--- config.mk ---
export PLATFORM = sky130hd
export DESIGN_NAME = master_bus_requester_flat
export DESIGN_NICKNAME = d
export VERILOG_FILES = /design/src/rtl/master_bus_requester_if.sv /design/src/rtl/master_bus_requester.sv /design/src/flat_wrapper.sv
export SDC_FILE = /design/constraint.sdc
export NUM_CORES = 1
export LEC_CHECK = 0
export BUFFER_PORTS_ARGS = -buffer_cell sky130_fd_sc_hd__buf_2
export CAP_MARGIN = 20
export CELL_PAD_IN_SITES_DETAIL_PLACEMENT = 0
export CELL_PAD_IN_SITES_GLOBAL_PLACEMENT = 1
export CORE_ASPECT_RATIO = 1.5
export CORE_MARGIN = 4
export CORE_UTILIZATION = 48
export CTS_BUF_LIST = sky130_fd_sc_hd__clkbuf_16
export DETAILED_ROUTE_END_ITERATION = 16
export GPL_TIMING_DRIVEN = 0
export PLACE_DENSITY_LB_ADDON = 0.3
export SLEW_MARGIN = 25
export SYNTH_ARGS = -nofsm -noshare
export SYNTH_HDL_FRONTEND = slang
export SYNTH_SLANG_ARGS = --single-unit
--- constraint.sdc ---
create_clock -name MASTER_CLK -period 7.25 [get_ports MASTER_CLK]
set_input_delay 1.45 -clock MASTER_CLK [delete_from_list [all_inputs] [get_ports MASTER_CLK]]
set_output_delay 1.45 -clock MASTER_CLK [all_outputs]
set_load 0.02 [all_outputs]
--- src/rtl/master_bus_requester_if.sv ---
// Handshake bundle between the master datapath / arbiter and the bus requester.
// The master modport is the requester's view; the slave modport is the
// environment's view (datapath plus arbiter) driving the inputs.
interface master_bus_requester_if;
  logic       txn_start;
  logic [1:0] txn_slave;
  logic       txn_complete;
  logic       ARB_BUSY;
  logic       BUS_BUSY;
  logic       M_GRANT;
  logic       M_RQST;
  logic       M_slave_SEL;
  logic       tx_done;
  logic       bus_owned;
  logic       txn_busy;
  logic       txn_ok;
  logic       txn_err;

  modport master (
    input  txn_start, txn_slave, txn_complete, ARB_BUSY, BUS_BUSY, M_GRANT,
    output M_RQST, M_slave_SEL, tx_done, bus_owned, txn_busy, txn_ok, txn_err
  );

  modport slave (
    output txn_start, txn_slave, txn_complete, ARB_BUSY, BUS_BUSY, M_GRANT,
    input  M_RQST, M_slave_SEL, tx_done, bus_owned, txn_busy, txn_ok, txn_err
  );
endinterface

--- src/rtl/master_bus_requester.sv ---
// Master-side bus requester: raises the request, shifts the 2-bit slave
// address to the arbiter serially (bit 0 then bit 1), waits for grant,
// follows ownership through split pauses and signals end of transaction.
// Every output is a register updated alongside the state.
module master_bus_requester #(
  parameter int GRANT_TIMEOUT = 255,
  parameter int SPLIT_TIMEOUT = 1023
) (
  input  logic                   MASTER_CLK,
  input  logic                   MASTER_RST,
  master_bus_requester_if.master bus
);

  localparam logic [7:0] GRANT_LIMIT = 8'(GRANT_TIMEOUT);
  localparam logic [9:0] SPLIT_LIMIT = 10'(SPLIT_TIMEOUT);

  typedef enum logic [2:0] {
    IDLE,
    REQ_ADDR0,
    REQ_ADDR1,
    WAIT_GRANT,
    OWN,
    SPLIT_WAIT,
    FINISH
  } state_t;

  state_t     state;
  logic [1:0] slave_addr;
  logic [7:0] grant_cnt;
  logic [9:0] split_cnt;
  logic [7:0] grant_cnt_next;
  logic [9:0] split_cnt_next;

  // Saturating increments; a timeout fires when the next value hits the limit.
  always_comb begin
    grant_cnt_next = (grant_cnt == GRANT_LIMIT) ? grant_cnt : grant_cnt + 8'd1;
    split_cnt_next = (split_cnt == SPLIT_LIMIT) ? split_cnt : split_cnt + 10'd1;
  end

  // Transaction state machine with registered outputs; single-cycle pulses default low.
  always_ff @(posedge MASTER_CLK or posedge MASTER_RST) begin
    if (MASTER_RST) begin
      state           <= IDLE;
      slave_addr      <= 2'b00;
      grant_cnt       <= 8'd0;
      split_cnt       <= 10'd0;
      bus.M_RQST      <= 1'b0;
      bus.M_slave_SEL <= 1'b0;
      bus.tx_done     <= 1'b0;
      bus.bus_owned   <= 1'b0;
      bus.txn_busy    <= 1'b0;
      bus.txn_ok      <= 1'b0;
      bus.txn_err     <= 1'b0;
    end else begin
      bus.tx_done <= 1'b0;
      bus.txn_ok  <= 1'b0;
      bus.txn_err <= 1'b0;
      case (state)
        IDLE: begin
          if (bus.txn_start) begin
            slave_addr      <= bus.txn_slave;
            bus.txn_busy    <= 1'b1;
            bus.M_RQST      <= 1'b1;
            bus.M_slave_SEL <= bus.txn_slave[0];
            state           <= REQ_ADDR0;
          end
        end
        REQ_ADDR0: begin
          if (!bus.ARB_BUSY && !bus.BUS_BUSY) begin
            bus.M_slave_SEL <= slave_addr[1];
            state           <= REQ_ADDR1;
          end else begin
            bus.M_slave_SEL <= slave_addr[0];
          end
        end
        REQ_ADDR1: begin
          bus.M_slave_SEL <= 1'b0;
          grant_cnt       <= 8'd0;
          state           <= WAIT_GRANT;
        end
        WAIT_GRANT: begin
          if (bus.M_GRANT) begin
            bus.M_RQST    <= 1'b0;
            bus.bus_owned <= 1'b1;
            state         <= OWN;
          end else if (grant_cnt_next == GRANT_LIMIT) begin
            grant_cnt    <= grant_cnt_next;
            bus.M_RQST   <= 1'b0;
            bus.txn_err  <= 1'b1;
            bus.txn_busy <= 1'b0;
            state        <= IDLE;
          end else begin
            grant_cnt <= grant_cnt_next;
          end
        end
        OWN: begin
          if (bus.txn_complete) begin
            bus.tx_done   <= 1'b1;
            bus.bus_owned <= 1'b0;
            state         <= FINISH;
          end else if (!bus.M_GRANT) begin
            bus.bus_owned <= 1'b0;
            split_cnt     <= 10'd0;
            state         <= SPLIT_WAIT;
          end else begin
            bus.bus_owned <= 1'b1;
          end
        end
        SPLIT_WAIT: begin
          if (bus.M_GRANT) begin
            bus.bus_owned <= 1'b1;
            state         <= OWN;
          end else if (split_cnt_next == SPLIT_LIMIT) begin
            split_cnt    <= split_cnt_next;
            bus.txn_err  <= 1'b1;
            bus.txn_busy <= 1'b0;
            state        <= IDLE;
          end else begin
            split_cnt <= split_cnt_next;
          end
        end
        FINISH: begin
          bus.txn_ok   <= 1'b1;
          bus.txn_busy <= 1'b0;
          state        <= IDLE;
        end
        default: begin
          state <= IDLE;
        end
      endcase
    end
  end

endmodule

--- src/flat_wrapper.sv ---
// flat-port wrapper written by rule: the top's interface ports become plain ports
module master_bus_requester_flat 
#(
  parameter int GRANT_TIMEOUT = 255,
  parameter int SPLIT_TIMEOUT = 1023
)
  (MASTER_CLK, MASTER_RST, bus_txn_start, bus_txn_slave, bus_txn_complete, bus_ARB_BUSY, bus_BUS_BUSY, bus_M_GRANT, bus_M_RQST, bus_M_slave_SEL, bus_tx_done, bus_bus_owned, bus_txn_busy, bus_txn_ok, bus_txn_err);
  master_bus_requester_if bus_i ();
  input  logic MASTER_CLK;
  input  logic MASTER_RST;
  input wire logic [$bits(bus_i.txn_start)-1:0] bus_txn_start;
  input wire logic [$bits(bus_i.txn_slave)-1:0] bus_txn_slave;
  input wire logic [$bits(bus_i.txn_complete)-1:0] bus_txn_complete;
  input wire logic [$bits(bus_i.ARB_BUSY)-1:0] bus_ARB_BUSY;
  input wire logic [$bits(bus_i.BUS_BUSY)-1:0] bus_BUS_BUSY;
  input wire logic [$bits(bus_i.M_GRANT)-1:0] bus_M_GRANT;
  output wire logic [$bits(bus_i.M_RQST)-1:0] bus_M_RQST;
  output wire logic [$bits(bus_i.M_slave_SEL)-1:0] bus_M_slave_SEL;
  output wire logic [$bits(bus_i.tx_done)-1:0] bus_tx_done;
  output wire logic [$bits(bus_i.bus_owned)-1:0] bus_bus_owned;
  output wire logic [$bits(bus_i.txn_busy)-1:0] bus_txn_busy;
  output wire logic [$bits(bus_i.txn_ok)-1:0] bus_txn_ok;
  output wire logic [$bits(bus_i.txn_err)-1:0] bus_txn_err;
  assign bus_i.txn_start = bus_txn_start;
  assign bus_i.txn_slave = bus_txn_slave;
  assign bus_i.txn_complete = bus_txn_complete;
  assign bus_i.ARB_BUSY = bus_ARB_BUSY;
  assign bus_i.BUS_BUSY = bus_BUS_BUSY;
  assign bus_i.M_GRANT = bus_M_GRANT;
  assign bus_M_RQST = bus_i.M_RQST;
  assign bus_M_slave_SEL = bus_i.M_slave_SEL;
  assign bus_tx_done = bus_i.tx_done;
  assign bus_bus_owned = bus_i.bus_owned;
  assign bus_txn_busy = bus_i.txn_busy;
  assign bus_txn_ok = bus_i.txn_ok;
  assign bus_txn_err = bus_i.txn_err;
  master_bus_requester #(.GRANT_TIMEOUT(GRANT_TIMEOUT), .SPLIT_TIMEOUT(SPLIT_TIMEOUT)) u_core (.MASTER_CLK(MASTER_CLK), .MASTER_RST(MASTER_RST), .bus(bus_i));
endmodule
# Yosys cells after proc, flatten, opt, wreduce, memory -nomap -nowiden
# Index checks and enable logic that the tools add are counted.
# Widths: inputs -> output; s select.
word_totals:
  register_bits: 30
  word_cells: 94
classes:
  addsub: 2
  eq_ne: 22
  n_mux: 40
  reduce_logical: 19
op_table:
  columns: ["cell", "n"]
  rows:
  - ["$mux 10", 4]
  - ["$mux 3", 8]
  - ["$eq 10x10->1 const B", 2]
  - ["$pmux 10 s2", 1]
  - ["$mux 1", 18]
  - ["$pmux 3 s6", 1]
  - ["$eq 8x8->1 const B", 2]
  - ["$mux 8", 2]
  - ["$pmux 8 s2", 1]
  - ["$add 10x1->10 const B", 1]
  - ["$ne 2x2->1 const B", 5]
  - ["$eq 3x3->1 const B", 3]
  - ["$add 8x1->8 const B", 1]
  - ["$ne 2x1->1 const B", 4]
  - ["$reduce_and 2->1", 4]
  - ["$reduce_bool 2->1", 4]
  - ["$eq 3x2->1 const B", 2]
  - ["$ne 3x2->1 const B", 2]
  - ["$pmux 1 s2", 3]
  - ["$reduce_and 6->1", 1]
  - ["$reduce_and 5->1", 1]
  - ["$pmux 1 s4", 1]
  - ["$reduce_and 4->1", 1]
  - ["$reduce_bool 4->1", 1]
  - ["9 further kinds", 10]

# Logic depth before layout (Yosys ltp)
logic_depth:
  word_depth: 6
  mapped_depth: 10

# Least setup slack after synthesis
# Ideal clock, no wire load.
synth_path:
  path_kind: "in2reg"
  start: "in bus_BUS_BUSY"
  end: "reg u_core.bus.M_slave_SEL"
  setup_ns: 0.125
  arrival_time_ns: 2.371
  path_slack_ns: 4.754
  path_stages: 5
  cell_sequence: "nor2_1 > mux2_2 > a22oi_1 > o21ai_0 > mux2_2"
synth_via:
  elab_chain_len: 4
synth_lines:
  columns: ["item", "line_no", "source"]
  rows:
  - ["start: declaration", "flat_wrapper.sv:15", "input wire logic [$bits(bus_i.BUS_BUSY)-1:0] bus_BUS_BUSY;"]
  - ["$logic_not 1->1", "master_bus_requester.sv:69", "if (!bus.ARB_BUSY && !bus.BUS_BUSY) begin"]
  - ["$logic_and 1x1->1", "master_bus_requester.sv:69", null]
  - ["$mux 1", "master_bus_requester.sv:69", null]
  - ["$pmux 1 s3", "master_bus_requester.sv:58", "case (state)"]
  - ["end signal: assignment", "master_bus_requester.sv:64", "bus.M_slave_SEL <= bus.txn_slave[0];"]
  - ["end signal: assignment", "master_bus_requester.sv:70", "bus.M_slave_SEL <= slave_addr[1];"]
  - ["end signal: assignment", "master_bus_requester.sv:73", "bus.M_slave_SEL <= slave_addr[0];"]
  - ["end: declaration", "master_bus_requester_if.sv:21", "output M_RQST, M_slave_SEL, tx_done, bus_owned, txn_busy, txn_ok, txn_err"]
# Every way passes these cells.
# A chain may end at the register's enable or synchronous reset.

# Final worst setup path
layout_path:
  start: "reg u_core.split_cnt[0]"
  end: "reg u_core.state[0]"
layout_via:
  elab_chain_len: 5
layout_lines:
  columns: ["item", "line_no", "source"]
  rows:
  - ["start: declaration", "master_bus_requester.sv:30", "logic [9:0] split_cnt;"]
  - ["start signal: assignment", "master_bus_requester.sv:114", "split_cnt <= split_cnt_next;"]
  - ["start signal: assignment", "master_bus_requester.sv:119", "split_cnt <= split_cnt_next;"]
  - ["$add 10x1->10 / $eq 10x10->1 (equally long branches)", "master_bus_requester.sv:37", "split_cnt_next = (split_cnt == SPLIT_LIMIT) ? split_cnt : split_cnt + 10'd1;"]
  - ["$mux 10 (*)", "master_bus_requester.sv:37", null]
  - ["$eq 10x10->1 (*)", "master_bus_requester.sv:113", "end else if (split_cnt_next == SPLIT_LIMIT) begin"]
  - ["$ne 3x2->1 (no source line) (*)", null, null]
  - ["$reduce_and 5->1 (no source line) (*)", null, null]
  - ["end signal: assignment", "master_bus_requester.sv:43", "state <= IDLE;"]
  - ["end signal: assignment", "master_bus_requester.sv:112", "state <= OWN;"]
  - ["end signal: assignment", "master_bus_requester.sv:117", "state <= IDLE;"]
  - ["end: declaration", "master_bus_requester.sv:27", "state_t state;"]
# Mark *: on every way between the ends. The rest lies on a longest branch, timed or not.

==> impl_metrics.py <==
metrics = {
    "detailed_routing": {
        "wl_mm": 4.49,
        "drt_pass1_iterations": 4,
        "dr_total_vias": 1777,
        "drt-wirelength-per-cell_um": 15.0,
        "antenna_left": 0,
        "drcViolationCount": 0,
        "vias_per_cell": 5.92,
        "drtIter0Drc": 102,
    },
    "logic_synthesis": {
        "netlist.area_leader.share_pct": 38.4,
        "syn_inst": 232,
        "yosysWarningCount": 0,
        "ys_seq_area_share_pct": 38.4,
        "synthesis.nets": 243,
        "syn-cell-area_um2": 1960,
        "synth-edff-count": 0,
        "synth_flop_cell": "dfrtp_1",
        "synth.distinct_cells": 51,
        "ys_top_cells_by_count": "dfrtp_1 (30), nand2_1 (30), o21ai_0 (24)",
        "yosys_register_bits": 30,
        "ys_async_sr_fraction_pct": 100,
        "yosys.area.top_type": "dfrtp_1",
        "avgSynthCellArea_um2": 8.43,
        "ys_top_cells_by_area": "dfrtp_1 (38%), o21ai_0 (6.1%), nand2_1 (5.8%), a21oi_1 (5.1%), nor2_1 (4.4%)",
    },
    "final_layout": {
        "antennaDiodeCount": 0,
        "syn2layout_area_growth_pct": 13.7,
        "num-fill-cells": 396,
        "drive_gt1_share_pct": 18.4,
        "layout.nets": 265,
        "final_cell_area_um2": 2230,
    },
    "job": {
        "cap_violations": 0,
    },
    "critical_path": {
        "worst-path-buf-inv": 1,
        "crit_family": "simple AND/OR/NAND/NOR gates",
        "critical_path_peak_fanout": 8,
        "cp_cell_sequence": "ha_1, buf_2, nand3_1, or2_1, or3_1, a2111o_1, a211oi_2, mux2i_1",
        "worstSetupPathType": "reg2reg",
        "start_kind": "register",
        "worst_ep_required_time_ns": 7.44,
        "worstSetupEndpointType": "register",
        "arrival_ns": 2.78,
        "cp_slowest_stage_delay_ns": 0.47,
        "slowest_stage": "dfrtp_1",
    },
    "die": {
        "core_area_um2": 3960,
        "fp.dieW_um": 60.1,
        "io_pins": 16,
        "die_area_um2": 5180,
        "start_util_pct": 49.4,
        "num_rows": 28,
        "chipHeight_um": 86.2,
    },
    "timing": {
        "min_period_ns": 2.59,
        "fin_tns_setup_ns": 0,
        "fin_worst_skew_ns": 0.00511,
        "period_share_pct": 35.7,
        "maxSlewViolCount": 0,
        "rsz0062_at_grt": "false",
        "worst_pin_slew_ns": 0.647,
        "slew_headroom_pct": 56.8,
        "setup_viol": 0,
        "hold_viol_final": 0,
        "timing.fmax_ghz": 0.386,
    },
    "clocking": {
        "clkTransAtPathRegs_ns": 0.05,
        "clkSinkCount": 30,
        "root_buffer": "clkbuf_16",
        "clk_latency_ns": 0.27,
        "htreeDepth": 2,
        "post-cts-setup-buffers": 0,
        "ctsHoldBuffers": 0,
        "tritoncts": "built",
        "clockBufferDepth": 2,
        "cts-buffers-inserted": 5,
        "ctsResizeCount": 0,
    },
    "global_route": {
        "grt_usage_pct": 20.1,
        "antenna_found_initial": 0,
        "grt_pass1_vias": 1768,
        "gr-total-overflow": 0,
        "grt_pass1_wl_mm": 7.92,
        "grt_start_max_net_pins": 31,
    },
    "pwr": {
        "ir_drop_v": 0.000195,
        "leakagePower_nw": 0.949,
        "cellPowerDensity_nw_per_um2": 306,
    },
    "placement": {
        "io_buffers": 15,
        "dpl_cell_area_um2": 2090,
        "gp_congestion": 0.873,
        "hpwl_mm": 3.35,
    },
    "min_path": {
        "hold_class": "reg2reg",
    },
    "status": {
        "status": "completed",
    },
}
cell families (layout without fill, tap and decap cells):
group	after synthesis	count (layout)	synth area share (%)
DFF	30	30	38.4
buffers and inverters	16	39	4.99
xor gates and xnor gates	2	2	0.895
adders and majority gates	2	2	1.28
and+or+nand+nor	99	99	25.6
muxes	8	8	4.35
AOI/OAI and AO/OA	75	75	24.5
layer usage:
metal	share of wire, %	wire, um	vias to the layer above	GRT usage (%)
met5	0	0	-	0
li1	-	-	899	-
met4	2.5	112	0	9.88
met3	2.4	107	11	4.32
met2	53	2400	25	34.0
met1	42	1870	842	23.4
registers in the layout (all words and copies together), names as in the netlist:
signal	count
u_core.split_cnt	10
u_core.bus.tx_done	1
u_core.bus.M_RQST	1
u_core.bus.txn_ok	1
u_core.bus.txn_err	1
u_core.bus.M_slave_SEL	1
u_core.bus.bus_owned	1
u_core.bus.txn_busy	1
u_core.state	3
u_core.grant_cnt	8
u_core.slave_addr	2
cell usage in the layout, fill, tap and decap left out, types with 5 or more instances in the layout:
cell type,instances
and2_1,5
buf_2,16
clkbuf_16,5
nand3_1,9
nor3_1,5
o21ai_0,24
dfrtp_1,30
nor2_1,23
a31oi_1,5
nand2_1,30
a21oi_1,20
where the power goes:
part           total (W)  leakage, nW  internal, W  switching [W]
Combinational   0.000255        0.483     0.000103       0.000151
Sequential      0.000234        0.394     0.000206      0.0000281
Clock           0.000192       0.0724     0.000124      0.0000682
worst register-to-register path, stage by stage (launching register included):
cell and delay, ns:
dfrtp_1 0.47, ha_1 0.18, buf_2 0.19, nand3_1 0.15, or2_1 0.31, or3_1 0.34
a2111o_1 0.43, a211oi_2 0.25, mux2i_1 0.20
through the flow:
stage / total power [W] / setup slack, ns / hold WS, ns / cells / util (%)
after floorplan: 0.000430 / 4.75 / 0.474 / 232 / -
after CTS: 0.000689 / 4.67 / 0.505 / 300 / 56.2
after global routing: 0.000741 / 4.48 / 0.538 / 300 / 56.2
final: 0.000681 / 4.66 / 0.497 / 300 / 56.2
after detailed placement: 0.000494 / 4.42 / 0.492 / 292 / 52.7
after global placement: 0.000491 / 4.38 / 0.487 / 292 / 52.7
worst paths after layout:
kind | startpoint | endpoint | slack, ns | cells after the start
min in group asynchronous | MASTER_RST | u_core.split_cnt[1]$_DFFE_PP0P_ | 1.26 | 2
setup / recovery | u_core.split_cnt[0]$_DFFE_PP0P_ | u_core.state[0]$_DFFE_PP0P_ | 4.66 | 8
hold reg to reg | u_core.bus.M_slave_SEL$_DFFE_PP0P_ | u_core.bus.M_slave_SEL$_DFFE_PP0P_ | 0.50 | 1
max in group asynchronous | MASTER_RST | u_core.slave_addr[1]$_DFFE_PP0P_ | 5.56 | 2
setup reg to reg | u_core.split_cnt[0]$_DFFE_PP0P_ | u_core.state[0]$_DFFE_PP0P_ | 4.66 | 8
hold / removal | u_core.bus.M_slave_SEL$_DFFE_PP0P_ | u_core.bus.M_slave_SEL$_DFFE_PP0P_ | 0.50 | 1
layout make-up:
class | instances | area, um2 | share of cell area [%]
multi-input combinational | 186 | 1110 | 49.8
sequential | 30 | 751 | 33.7
clock buffer | 5 | 125 | 5.62
buffer | 12 | 82.6 | 3.71
timing repair buffer | 15 | 75.1 | 3.37
tap | 45 | 56.3 | 2.53
inverter | 4 | 15.0 | 0.675
clock inverter | 3 | 12.5 | 0.562
(Power assumes the default switching activity.)
